`config.mk`:
```
export PLATFORM = sky130hd
export DESIGN_NAME = counter_arbiter
export DESIGN_NICKNAME = d
export VERILOG_FILES = /design/src/rtl/counter_arbiter_pkg.sv /design/src/rtl/down_counter.sv /design/src/rtl/counter_arbiter.sv
export SDC_FILE = /design/constraint.sdc
export NUM_CORES = 1
export LEC_CHECK = 0
export ABC_AREA = 1
export CAP_MARGIN = 20
export CORE_ASPECT_RATIO = 0.9
export CORE_UTILIZATION = 30
export DETAILED_ROUTE_END_ITERATION = 6
export MAX_ROUTING_LAYER = met4
export PLACE_DENSITY_LB_ADDON = 0.15
export SYNTH_ARGS = -nofsm -noshare
export SYNTH_HDL_FRONTEND = slang
export SYNTH_HIERARCHICAL = 1
export SYNTH_SLANG_ARGS = --single-unit
export TNS_END_PERCENT = 1
```
`constraint.sdc`:
```
create_clock -name clk -period 3.5 [get_ports clk]
set_input_delay 0.7 -clock clk [delete_from_list [all_inputs] [get_ports clk]]
set_output_delay 0.7 -clock clk [all_outputs]
set_load 0.005 [all_outputs]
```
`src/rtl/counter_arbiter_pkg.sv`:
```
// Shared types and default sizing for the round-robin countdown arbiter.
package counter_arbiter_pkg;

    localparam int DEF_N_REQ = 4;
    localparam int DEF_CNT_W = 32;

    typedef enum logic [1:0] {
        IDLE = 2'd0,
        RUN  = 2'd1,
        DONE = 2'd2
    } state_e;

endpackage

```
`src/rtl/down_counter.sv`:
```
// Loadable down-counter that saturates at zero; load wins over decrement.
module down_counter
    import counter_arbiter_pkg::*;
#(
    parameter int CNT_W = DEF_CNT_W
) (
    input  logic             clk,
    input  logic             rst,
    input  logic             load,
    input  logic [CNT_W-1:0] load_val,
    input  logic             dec,
    output logic [CNT_W-1:0] cnt,
    output logic             zero
);

    logic [CNT_W-1:0] cnt_q, cnt_d;

    always_comb begin
        cnt_d = cnt_q;
        if (load) begin
            cnt_d = load_val;
        end else if (dec && (cnt_q != '0)) begin
            cnt_d = cnt_q - CNT_W'(1);
        end
    end

    always_ff @(posedge clk or negedge rst) begin
        if (!rst) begin
            cnt_q <= '0;
        end else begin
            cnt_q <= cnt_d;
        end
    end

    assign cnt  = cnt_q;
    assign zero = (cnt_q == '0);

endmodule

```
`src/rtl/counter_arbiter.sv`:
```
// Round-robin arbiter granting a shared down-counter to one requester at a time;
// the owner gets a one-cycle done pulse when its countdown ends or is aborted.
module counter_arbiter
    import counter_arbiter_pkg::*;
#(
    parameter int N_REQ = DEF_N_REQ,
    parameter int CNT_W = DEF_CNT_W
) (
    input  logic                     clk,
    input  logic                     rst,
    input  logic [N_REQ-1:0]         req,
    input  logic [N_REQ*CNT_W-1:0]   req_init,
    input  logic                     abort,
    output logic [N_REQ-1:0]         gnt,
    output logic [$clog2(N_REQ)-1:0] gnt_id,
    output logic                     busy,
    output logic [CNT_W-1:0]         cnt,
    output logic [N_REQ-1:0]         done,
    output logic                     aborted
);

    localparam int IDW = $clog2(N_REQ);

    state_e           state_q;
    logic [N_REQ-1:0] gnt_q;
    logic [N_REQ-1:0] done_q;
    logic [IDW-1:0]   gnt_id_q;
    logic [IDW-1:0]   last_id_q;
    logic             busy_q;
    logic             aborted_q;

    logic [IDW-1:0]   win_id;
    logic [IDW-1:0]   cand;
    logic             any_req;
    logic             cnt_load;
    logic             cnt_dec;
    logic             cnt_zero;
    logic [CNT_W-1:0] win_init;

    // Walk from the farthest candidate back to last_id+1 so the nearest
    // requesting index is the one left in win_id.
    always_comb begin
        win_id = last_id_q;
        cand   = '0;
        for (int i = N_REQ; i >= 1; i--) begin
            cand = IDW'((int'(last_id_q) + i) % N_REQ);
            if (req[cand]) begin
                win_id = cand;
            end
        end
    end

    assign any_req  = |req;
    assign win_init = req_init[int'(win_id)*CNT_W +: CNT_W];
    assign cnt_load = (state_q == IDLE) && any_req;
    assign cnt_dec  = (state_q == RUN) && !abort && !cnt_zero;

    down_counter #(
        .CNT_W(CNT_W)
    ) u_cnt (
        .clk     (clk),
        .rst     (rst),
        .load    (cnt_load),
        .load_val(win_init),
        .dec     (cnt_dec),
        .cnt     (cnt),
        .zero    (cnt_zero)
    );

    always_ff @(posedge clk or negedge rst) begin
        if (!rst) begin
            state_q   <= IDLE;
            gnt_q     <= '0;
            done_q    <= '0;
            gnt_id_q  <= '0;
            last_id_q <= IDW'(N_REQ - 1);
            busy_q    <= 1'b0;
            aborted_q <= 1'b0;
        end else begin
            case (state_q)
                IDLE: begin
                    if (any_req) begin
                        state_q   <= RUN;
                        gnt_q     <= N_REQ'(1) << win_id;
                        gnt_id_q  <= win_id;
                        last_id_q <= win_id;
                        busy_q    <= 1'b1;
                    end
                end
                RUN: begin
                    // Abort outranks reaching zero; the counter is held either way.
                    if (abort) begin
                        state_q   <= DONE;
                        gnt_q     <= '0;
                        done_q    <= N_REQ'(1) << gnt_id_q;
                        aborted_q <= 1'b1;
                    end else if (cnt_zero) begin
                        state_q   <= DONE;
                        gnt_q     <= '0;
                        done_q    <= N_REQ'(1) << gnt_id_q;
                        aborted_q <= 1'b0;
                    end
                end
                DONE: begin
                    state_q   <= IDLE;
                    done_q    <= '0;
                    aborted_q <= 1'b0;
                    busy_q    <= 1'b0;
                end
                default: begin
                    state_q <= IDLE;
                    gnt_q   <= '0;
                    done_q  <= '0;
                    busy_q  <= 1'b0;
                end
            endcase
        end
    end

    assign gnt     = gnt_q;
    assign gnt_id  = gnt_id_q;
    assign busy    = busy_q;
    assign done    = done_q;
    assign aborted = aborted_q;

endmodule

```
# == After elaboration in Yosys (flattened, before gate mapping) ==
# Index checks and enable logic that the tools add are counted.
# op_classes
reduce_logical,18
bitwise,3
add_sub_neg,5
shift,3
eq_ne,4
mux,30
n_lt_le_gt_ge,4
# op_table
cell,n
$shiftx A128 B8 Y32,1
$mux W32,2
$logic_not A32 Y1,1
$reduce_bool A32 Y1,1
$sub A32 B1 Y32 const B,1
$mux W4,5
$mux W2,7
$lt A2 B3 Y1 const B,4
$pmux W4 S3,1
$reduce_and A2 Y1,5
$bmux W1 S2,4
$pmux W4 S2,1
$shl A1 B2 Y4 const A,2
$mux W1,7
$add A2 B1 Y2 const B,2
$add A2 B2 Y2 const B,2
$logic_and A1 B1 Y1,4
$pmux W1 S2,2
$pmux W2 S2,1
$reduce_bool A2 Y1,2
$reduce_or A4 Y1,1
$ne A3 B3 Y1 const B,1
$not A1 Y1,3
$reduce_and A3 Y1,1
other kinds (5),6
# word_totals
output_inout_bits,44
inputBits,135
reg_bits,48
wordCells,75

# == Logic depth before layout (Yosys ltp) ==
# depth
ltp_word,10
depth_mapped,20
ltp_nobuf,18

# == Hierarchy ==
# Netlist, hierarchy kept.
# by_module_without_submodules
mod,n_inst,cells_per_inst,area_each_um2,seq_area_each_um2
down_counter,1,433,2653.8,800.8
counter_arbiter,1,457,2411.1,402.9

# == Least setup slack after synthesis ==
# OpenSTA, ideal clock, no wires.
# synth_path
path_kind,in2reg
from,input port req[3]
to,register u_cnt.cnt_q[15] (netlist: u_cnt/cnt[15])
cell_stages,12
slack_ns,1.246
arrival_time_ns,2.136
path_buffers,3
cell_sequence,inv_1 nand3_1 nand2_1 inv_1 clkbuf_1 buf_2 clkinv_1 clkbuf_1 nand3_1 nand2_1 nand2_1 o21ai_2
# synth_rtl
element,line,text
from (decl),counter_arbiter.sv:11,"input logic [N_REQ-1:0] req,"
$reduce_or A4 Y1 (*),counter_arbiter.sv:53,assign any_req = |req;
$logic_and A1 B1 Y1 (*),counter_arbiter.sv:55,assign cnt_load = (state_q == IDLE) && any_req;
net cnt_load,counter_arbiter.sv:35,logic cnt_load;
$mux W32 or $reduce_bool A2 Y1 (tied branches),--,
to (signal assigned),down_counter.sv:31,cnt_q <= cnt_d;
to (decl),down_counter.sv:16,"logic [CNT_W-1:0] cnt_q, cnt_d;"
# Mark *: on every way through the listed nets, which the timed path passes. The rest lies on a longest branch. The select of a mux whose other input is x is not followed.
# A chain may end at the register's enable or synchronous reset.

# == Worst setup path after layout ==
# layout_path
from,register u_cnt.cnt_q[0] (netlist: u_cnt/cnt[0])
to,register u_cnt.cnt_q[14] (netlist: u_cnt/cnt[14])
# layout_between
elab_chain_len,5
# layout_lines
element,line,text
$logic_not A32 Y1,down_counter.sv:36,assign zero = (cnt_q == '0);
net cnt_zero,counter_arbiter.sv:37,logic cnt_zero;
$logic_not A1 Y1,counter_arbiter.sv:56,assign cnt_dec = (state_q == RUN) && !abort && !cnt_zero;
$logic_and A1 B1 Y1,counter_arbiter.sv:56,
net cnt_dec,counter_arbiter.sv:36,logic cnt_dec;
$logic_and A1 B1 Y1,down_counter.sv:22,end else if (dec && (cnt_q != '0)) begin
$reduce_bool A2 Y1 (no source line),--,
# The timed path passes the listed nets, and every way through them passes these cells. The select of a mux whose other input is x is not followed.

==> impl_metrics.yaml <==
floorplanning:
  core-area_um2: 16300
  rows: 44
  start_util: 0.3108
  ios: 179
  die_y_um: 125.3
  die_w_um: 139.0
  fp.dieArea_um2: 17410
setup_path:
  endpoint_kind: "register"
  setup.worst_path.start_class: "register"
  r2r_slack_ps: 760
  cp_max_fo: 27
  cp_slowest_cell: "dfrtp_1"
  critical_path_arrival_ps: 2920
  slowest_delay_ps: 390
  crit_type: "reg -> reg"
  required_ps: 3680
  path_cells: "inv_1 -> ha_1 -> nand2_4 -> nor2_8 -> nand3_1 -> nor3_1 -> nor2_1 -> inv_1 -> nor2_1 -> o21ai_4 -> nand2_4 -> nand2_1 -> o21ai_2"
power_and_ir_drop:
  power.internal_uw: 3158
  combPwrFrac: 0.766
  p_sw_frac: 0.5655
  p_clk_frac: 0.070
  power.density_nw_per_um2: 1024
  switching_power_uw: 4110
  leakage_uw: 0.003680
  ir_worst_vdd_mv: 0.6477
  seq_power_share: 0.165
global_route:
  antenna_found_initial: 0
  grt_max_degree: 68
  grt_pass1_wl_um: 28620
  first_global_vias: 5427
  grt.overflow.total: 0
  grt.total_usage: 0.2132
worst_hold_path:
  hold_path.class: "in -> async"
clock_network:
  worstSkewPairLatency_ps: 300
  clock_path_buffers: 2
  clock-root-buffer: "clkbuf_16"
  ctsHoldBuffers: 0
  cts_setup_buffers: 0
  clk_pin_slew_ps: 70
  cts_tree: "yes"
  cts.repair.resized: 0
  numCtsBuffers: 5
  cts.sinks: 48
  htreeDepth: 2
finish:
  final_cell_mix: "nand2_1, clkdlybuf4s50_1, nand3_1"
  final_common_cell: "nand2_1"
  syn2layout_area_growth_pct: 40.19
  antennaDiodeCount: 0
  drive_gt1_frac: 0.07538
  nNetsFinal: 1183
  final_cell_area_um2: 7101
drt:
  vias: 5923
  finalWirelength_um: 17710
  ant_nets: 0
  firstDrtPassIters: 7
  drc_errors: 5
  avgRoutedWirePerCell_um: 14.11
  vias_per_cell: 4.720
  drtIter0Drc: 484
timing:
  rsz0062_at_grt: "false"
  fin_ws_ps: 756.4
  setup_tns_ps: 0
  slew-limit-headroom: 0.4647
  worstMarginPinSlew_ps: 803.0
  fin_skew_ps: 4.128
  fmax_mhz: 364.5
  finalMaxSlewViolations: 0
  period_needed_ps: 2744
  setup_violations: 0
  fin_crit_sh: 0.7839
  final_hold_viol_count: 0
logic_synthesis:
  ys_ff_latch: 48
  ys_top_cells_by_area: "nand2_1, dfrtp_1, nand3_1"
  synthDistinctLibCells: 37
  yosysTopAreaCellShare: 0.2720
  synth_cells: 890
  seq_area_frac_synth: 0.2376
  synth_top_area_cell: "nand2_1"
  synthesis.nets: 1026
  yosysWarnings: 6
  mappedNetlistArea_um2: 5065
  syn_area_per_cell_um2: 5.691
place:
  portBuffers: 178
  routabilityCongestion: 0.9015
  place_ws_ps: 578.8
  dp_hpwl_um: 13980
  placed_cell_area_um2: 6947
run:
  maxCapViolCount: 0
run_status:
  outcome: "finished with violations"
  violations: "DRC"
## metal layers
| layer | track usage | vias to the layer above | wire, µm |
|---|---|---|---|
| li1 | - | 3084 | - |
| met3 | 0.02643 | 7 | 1025 |
| met4 | 0.03791 | 0 | 132 |
| met1 | 0.3138 | 2645 | 8924 |
| met5 | - | - | 0 |
| met2 | 0.3113 | 187 | 7622 |
## area by class of cell
type / instances / area, µm²
multi-input cells: 682 / 3127
flip-flops and latches: 48 / 1204
repair buffers: 190 / 1904
inverters: 120 / 452.9
well taps: 207 / 259.0
clock inverters: 2 / 15.01
fillers: 1783 / 9195
clock buffers: 6 / 138.9
## sequential cells by signal, summed over array words and instances (netlist names)
signal / count
aborted: 1
busy: 1
done: 4
gnt: 4
gnt_id: 2
last_id_q: 2
state_q: 2
u_cnt/cnt: 32
## final timing paths
check / start / end / cells past startpoint
max in group asynchronous: rst / u_cnt/cnt[20] / 2
min in group clk: gnt[0] / gnt[0] / 2
hold / removal: rst / done[0] / 1
hold reg to reg: gnt[0] / gnt[0] / 2
setup / recovery: u_cnt/cnt[0] / u_cnt/cnt[14] / 13
setup reg to reg: u_cnt/cnt[0] / u_cnt/cnt[14] / 13
## synthesized netlist by cell type, drive strengths merged
master,n
buf,34
dfstp,2
xnor2,2
clkinv,1
dfrtp,46
nand2,380
a21boi,1
nor3,2
nand4,9
xor2,1
and2,1
ha,1
clkbuf,6
o31ai,3
nor4,1
nand3b,3
a21oi,5
nor2,72
nand3,159
or2,4
o21ai,37
a22o,1
inv,119
## through the flow
| step | util | total power (µW) | hold WS [ps] | cells |
|---|---|---|---|---|
| CTS | 0.4357 | 7307 | 519.1 | 1255 |
| detailed placement | 0.4263 | 6779 | 506.5 | 1247 |
| finish | 0.4357 | 7268 | 493.8 | 1255 |
| global route | 0.4357 | 8056 | 558.0 | 1255 |
| global placement | 0.4263 | 6767 | 504.7 | 1247 |
| floorplan | - | 5119 | 404.4 | 890 |
## worst max-delay path: cells and delay by family, from the launching register on
family,cells,cell delay [ps]
AO/OA/AOI/OAI,2,280
adder cells (fa/ha/maj),1,340
buffers and inverters,2,240
flip-flops,1,390
AND/OR/NAND/NOR,8,1360
## logic make-up after synthesis
| logic type | after synthesis | synth area share |
|---|---|---|
| AND/OR/NAND/NOR | 631 | 0.5494 |
| buffers and inverters | 160 | 0.1450 |
| flip-flops | 48 | 0.2376 |
| AO/OA/AOI/OAI | 47 | 0.06028 |
| XOR/XNOR | 3 | 0.005189 |
| adder cells (fa/ha/maj) | 1 | 0.002470 |
## power groups by stage
stage               sequential, µW  combinational, µW  clock, µW
global route                  1250               6270        540
floorplan                     1090               4020          0
detailed placement            1200               5580          0
global placement              1210               5560          0
finish                        1200               5560        508
CTS                           1200               5590        520
Power figures use the tool's default switching activity.
